$ cat config.mk
export PLATFORM = sky130hd
export DESIGN_NAME = gpib_source_handshake
export DESIGN_NICKNAME = d
export VERILOG_FILES = /design/src/rtl/gpib_source_handshake_pkg.sv /design/src/rtl/gpib_source_handshake_cycle_timer.sv /design/src/rtl/gpib_source_handshake.sv
export SDC_FILE = /design/constraint.sdc
export NUM_CORES = 1
export LEC_CHECK = 0
export CAP_MARGIN = 40
export CORE_MARGIN = 3
export CORE_UTILIZATION = 33
export CTS_CLUSTER_DIAMETER = 80
export DETAILED_ROUTE_END_ITERATION = 12
export SYNTH_ARGS = -nofsm -noshare
export SYNTH_HDL_FRONTEND = slang
export SYNTH_SLANG_ARGS = --single-unit
export TNS_END_PERCENT = 100
$ cat constraint.sdc
create_clock -name clk -period 1.9 [get_ports clk]
set_input_delay 0.475 -clock clk [delete_from_list [all_inputs] [get_ports clk]]
set_output_delay 0.475 -clock clk [all_outputs]
set_load 0.05 [all_outputs]
$ cat src/rtl/gpib_source_handshake_pkg.sv
// ============================================================================
// gpib_source_handshake_pkg : shared state encoding for the GPIB source handshake
// Revision: 1.0
// ============================================================================
`default_nettype none

package gpib_source_handshake_pkg;

  typedef enum logic [2:0] {
    ST_IDLE     = 3'd0,
    ST_SETTLE   = 3'd1,
    ST_WAIT_RFD = 3'd2,
    ST_DAV      = 3'd3,
    ST_RELEASE  = 3'd4
  } state_t;

  // States in which the engine is waiting on listener lines.
  function automatic logic is_listener_wait(input state_t s);
    return (s == ST_WAIT_RFD) || (s == ST_DAV) || (s == ST_RELEASE);
  endfunction

endpackage

`default_nettype wire

$ cat src/rtl/gpib_source_handshake_cycle_timer.sv
// ============================================================================
// gpib_cycle_timer : loadable down-counter with zero flag (settle and timeout)
// Revision: 1.0
// ============================================================================
`default_nettype none

module gpib_cycle_timer #(
  parameter int CNT_WIDTH = 17
) (
  input  logic                 clk,
  input  logic                 rst,
  input  logic                 load,
  input  logic [CNT_WIDTH-1:0] load_val,
  input  logic                 dec,
  output logic                 zero
);

  logic [CNT_WIDTH-1:0] count_q;
  logic [CNT_WIDTH-1:0] count_d;

  // Load wins over decrement; the count saturates at zero.
  always_comb begin
    count_d = count_q;
    if (load) begin
      count_d = load_val;
    end else if (dec && (count_q != '0)) begin
      count_d = count_q - 1'b1;
    end
  end

  always_ff @(posedge clk or posedge rst) begin
    if (rst) begin
      count_q <= '0;
    end else begin
      count_q <= count_d;
    end
  end

  assign zero = (count_q == '0);

endmodule

`default_nettype wire

$ cat src/rtl/gpib_source_handshake.sv
// ============================================================================
// gpib_source_handshake : GPIB talker-side DAV/NRFD/NDAC handshake engine.
// Optional listener-wait timeout enabled by macro GPIB_SRC_TIMEOUT_EN.
// Revision: 1.0
// ============================================================================
`default_nettype none

module gpib_source_handshake
  import gpib_source_handshake_pkg::*;
#(
  parameter int DATA_WIDTH     = 8,
  parameter int T1_CYCLES      = 20,
  parameter int TIMEOUT_CYCLES = 100000,
  parameter int CNT_WIDTH      = 17
) (
  input  logic                  clk,
  input  logic                  rst,
  input  logic                  tx_enable,
  input  logic                  atn,
  input  logic                  ifc,
  input  logic                  nrfd,
  input  logic                  ndac,
  input  logic [DATA_WIDTH-1:0] s_data,
  input  logic                  s_last,
  input  logic                  s_valid,
  output logic                  s_ready,
  output logic [DATA_WIDTH-1:0] gpib_data_out,
  output logic                  gpib_data_oe,
  output logic                  dav_out,
  output logic                  eoi_out,
  output logic                  busy,
  output logic                  err_no_listener,
  output logic                  err_timeout
);

  localparam logic [CNT_WIDTH-1:0] C_SETTLE_LOAD  = CNT_WIDTH'(T1_CYCLES - 1);
  localparam logic [CNT_WIDTH-1:0] C_TIMEOUT_LOAD = CNT_WIDTH'(TIMEOUT_CYCLES - 1);

  state_t                state_q, state_d;
  logic [DATA_WIDTH-1:0] data_q, data_d;
  logic                  last_q, last_d;
  logic                  err_nl_q, err_nl_d;
  logic                  err_to_q, err_to_d;

  logic                  abort;
  logic                  timed_out;
  logic                  timer_load;
  logic [CNT_WIDTH-1:0]  timer_val;
  logic                  timer_zero;

  assign abort = ifc | atn | ~tx_enable;

`ifdef GPIB_SRC_TIMEOUT_EN
  assign timed_out = is_listener_wait(state_q) & timer_zero;
`else
  assign timed_out = 1'b0;
`endif

  assign s_ready = (state_q == ST_IDLE) & tx_enable & ~atn & ~ifc & ~rst;

  always_comb begin
    state_d  = state_q;
    data_d   = data_q;
    last_d   = last_q;
    err_nl_d = 1'b0;
    err_to_d = 1'b0;
    unique case (state_q)
      ST_IDLE: begin
        if (s_valid && s_ready) begin
          data_d  = s_data;
          last_d  = s_last;
          state_d = ST_SETTLE;
        end
      end
      ST_SETTLE: begin
        if (abort)           state_d = ST_IDLE;
        else if (timer_zero) state_d = ST_WAIT_RFD;
      end
      // Abort is checked first so it always suppresses the error pulses.
      ST_WAIT_RFD: begin
        if (abort) begin
          state_d = ST_IDLE;
        end else if (!nrfd && ndac) begin
          state_d = ST_DAV;
        end else if (!nrfd && !ndac) begin
          err_nl_d = 1'b1;
          state_d  = ST_IDLE;
        end else if (timed_out) begin
          err_to_d = 1'b1;
          state_d  = ST_IDLE;
        end
      end
      ST_DAV: begin
        if (abort) begin
          state_d = ST_IDLE;
        end else if (!ndac) begin
          state_d = ST_RELEASE;
        end else if (timed_out) begin
          err_to_d = 1'b1;
          state_d  = ST_IDLE;
        end
      end
      ST_RELEASE: begin
        if (abort) begin
          state_d = ST_IDLE;
        end else if (ndac) begin
          state_d = ST_IDLE;
        end else if (timed_out) begin
          err_to_d = 1'b1;
          state_d  = ST_IDLE;
        end
      end
      default: state_d = ST_IDLE;
    endcase
  end

  // Timer restarts on every state change; settle gets T1, waits get the timeout.
  assign timer_load = (state_d != state_q);
  assign timer_val  = (state_d == ST_SETTLE) ? C_SETTLE_LOAD : C_TIMEOUT_LOAD;

  gpib_cycle_timer #(
    .CNT_WIDTH (CNT_WIDTH)
  ) u_timer (
    .clk      (clk),
    .rst      (rst),
    .load     (timer_load),
    .load_val (timer_val),
    .dec      (busy),
    .zero     (timer_zero)
  );

  always_ff @(posedge clk or posedge rst) begin
    if (rst) begin
      state_q  <= ST_IDLE;
      data_q   <= '0;
      last_q   <= 1'b0;
      err_nl_q <= 1'b0;
      err_to_q <= 1'b0;
    end else begin
      state_q  <= state_d;
      data_q   <= data_d;
      last_q   <= last_d;
      err_nl_q <= err_nl_d;
      err_to_q <= err_to_d;
    end
  end

  assign busy            = (state_q != ST_IDLE);
  assign gpib_data_oe    = busy;
  assign gpib_data_out   = busy ? data_q : '0;
  assign dav_out         = (state_q == ST_DAV);
  assign eoi_out         = busy & last_q;
  assign err_no_listener = err_nl_q;
  assign err_timeout     = err_to_q;

endmodule

`default_nettype wire

==> flow_summary.ini <==
[clock_network]
cts_sinks = 30
cts_tree = built
htreeDepth = 2
hold_buffers = 0
cts_inserted_buffers = 5
root_buffer = clkbuf_8
insertion_delay_ns = 0.28
cts_buffer_depth = 2
cts.clk_slew.worst_paths_ns = 0.07

[drt]
vias_per_cell = 4.97
drc = 0
drt_iter0_markers = 63
ant_nets = 0
num_vias = 1696
routedWlPerCell_um = 14.6
wl_um = 4980
dr.pass1.iters = 4

[synthesis]
ys_top_cells_by_area = dfrtp_1, nand2_1, xor2_1
ys_seq_area_frac = 0.416
synth_simple_gate_area_frac = 0.336
synthFlopType = dfrtp_1
synth_area_um2 = 1810
synth_compound_area_frac = 0.116
synthArstFlopShare = 1.00
synth-xor-area-share = 0.0582
synth_area_leader_cell = dfrtp_1
ys_warn_count = 0
synth_top_family_by_area = simple AND/OR/NAND/NOR gates
synth_seq_cells = 30
muxShareOfSynthArea = 0.0125
synth_fa_ha_area_frac = 0.0139
synth_edf_count = 0
avgSynthCellArea_um2 = 9.41
synth_fp_nets = 211
synth.distinct_cells = 45
syn_inst = 192
synth_top_area_frac = 0.416

[timing]
final-setup-viol-count = 30
fmax_mhz = 466
timing.final.ws_setup_ns = -0.248
rsz0062_at_grt = yes
slew_viol_final = 0
hold_viol = 0
fin_crit_sh = 1.13
min_period_ns = 2.15
skew_ns = 0.0100

[cells_and_area]
stdcell_count = 341
utilization = 0.539
layout_commonest_cell = buf_4
fin_nets = 290
mostFrequentLayoutCells = buf_4, nand2_1, dfrtp_1
fillCellCount = 462
regArea_um2 = 751
diodes = 0
syn2layout_area_growth_pct = 55.3
drive_gt1_frac = 0.417
multi_input_area_um2 = 1090

[worst_setup_path]
r2r_setup_slack_ns = -0.25
crit_arrival_ns = 2.31
worstRegToRegCells = 6
crit_fanout = 5
cp-end-kind = register
reg2reg_from = state_q[2]
r2r-end = u_timer.count_q[4]
crit_path_start_kind = register
cp_data_required_time_ns = 2.06
crit_type = reg -> reg

[min_path]
hold_depth = 2
holdPathEnd = data_q[0]
min_path_type = reg -> reg
hp-start = data_q[0]

[global_route]
gr-total-overflow = 0
grt_usage = 0.165
grt_pass1_wl_um = 8180
grt_max_degree = 27
grt_pass1_vias = 1706
antenna_found_initial = 0

[placement]
portBuffers = 30
dp_cells = 322
dp.final_hpwl_um = 3260
routabilityCongestion = 0.786

[floorplanning]
start_util = 0.347
die_h_um = 80.0
dieArea_um2 = 6400
rows = 26
pin_count = 32
die_w_um = 80.0
core_um2 = 5200

[pwr]
power.density_nw_per_um2 = 641
p_leak_nw = 1.24
ir_drop_v = 0.000245

[outcome]
violations = negative setup slack
run_status = complete, but fails checks

[flow_run]
max-cap-violations = 0
## cells in the mapped netlist (2+ instances only)
| master | n |
|---|---|
| nand4_1 | 6 |
| nor3b_1 | 2 |
| o31ai_1 | 2 |
| a21oi_1 | 6 |
| or4_4 | 2 |
| buf_4 | 2 |
| nor4_4 | 2 |
| nor4_1 | 3 |
| a31oi_1 | 4 |
| nor3_1 | 12 |
| xor2_1 | 10 |
| xnor2_1 | 2 |
| dfrtp_1 | 30 |
| or3_1 | 7 |
| a211oi_2 | 2 |
| clkbuf_1 | 7 |
| or4_1 | 2 |
| nor4_2 | 2 |
| nand2_1 | 34 |
| nor2_1 | 9 |
| nand3_1 | 4 |
| and2_1 | 10 |
| ha_1 | 2 |
| inv_1 | 7 |
| nand2b_1 | 3 |
## cell families after synthesis
kind of cell / count (synthesis)
flip-flops: 30
multiplexers: 1
XOR/XNOR: 12
AND/OR/NAND/NOR: 105
other: 1
AO/OA/AOI/OAI: 23
adder cells (fa/ha/maj): 2
buffers and inverters: 18
## where the power goes
part / switching [mW] / total (mW) / leakage, nW / internal, mW
registers: 0.0879 / 0.833 / 0.376 / 0.745
logic: 0.216 / 0.480 / 0.818 / 0.264
clock network: 0.241 / 0.486 / 0.0438 / 0.245
total: 0.545 / 1.80 / 1.24 / 1.25
## stage by stage
step	power, mW	setup slack, ns	cell area (um^2)	hold slack, ns	TNS (ns)
finish	1.80	-0.248	2810	0.482	-5.33
global route	1.91	-0.314	2810	0.510	-7.19
detailed placement	1.31	-0.686	2520	0.469	-15.43
CTS	1.81	-0.270	2750	0.487	-5.10
global placement	1.29	-0.635	2520	0.462	-14.98
floorplan	1.08	-0.163	1910	0.447	-2.93
## flip-flops by register name (all words and copies together), names as in the netlist
name and count:
last_q 1, err_no_listener 1, data_q 8, u_timer.count_q 17
state_q 3
## worst max path at each step
stage / from / end / depth (start not counted)
after CTS: state_q[2] / u_timer.count_q[4] / 6
after global placement: ifc / u_timer.count_q[0] / 6
final: state_q[2] / u_timer.count_q[4] / 6
after floorplan: ifc / u_timer.count_q[4] / 5
after detailed placement: ifc / u_timer.count_q[4] / 6
after global routing: state_q[2] / u_timer.count_q[3] / 7
## final cells by class
class,count,area share
Multi-Input combinational cell,146,0.390
Timing Repair Buffer,81,0.274
Sequential cell,30,0.267
Tap cell,70,0.0312
Clock buffer,5,0.0245
Inverter,7,0.00936
Clock inverter,2,0.00357
## layer usage
metal	track usage	share of wire	up-vias
met2	0.270	0.50	41
li1	-	-	836
met3	0.0305	0.041	11
met1	0.214	0.44	808
met4	0.0659	0.020	0
met5	0	0	-
## repair_timing
action | in CTS | in global routing
setup endpoints to repair | 39 | 39
gates resized for setup | 22 | 12
cloned | 2 | 0
buffers inserted | 9 | 2
pin swaps | 10 | 9
hold endpoints to repair | 0 | 0
## critical path, cell delays in order, from the launching register on
cell and delay [ns]:
dfrtp_1 0.40, buf_4 0.14, or4b_4 0.53, a221oi_4 0.29
o21ai_4 0.12, mux2i_4 0.23, or3_1 0.32
Power figures use the tool's default switching activity.
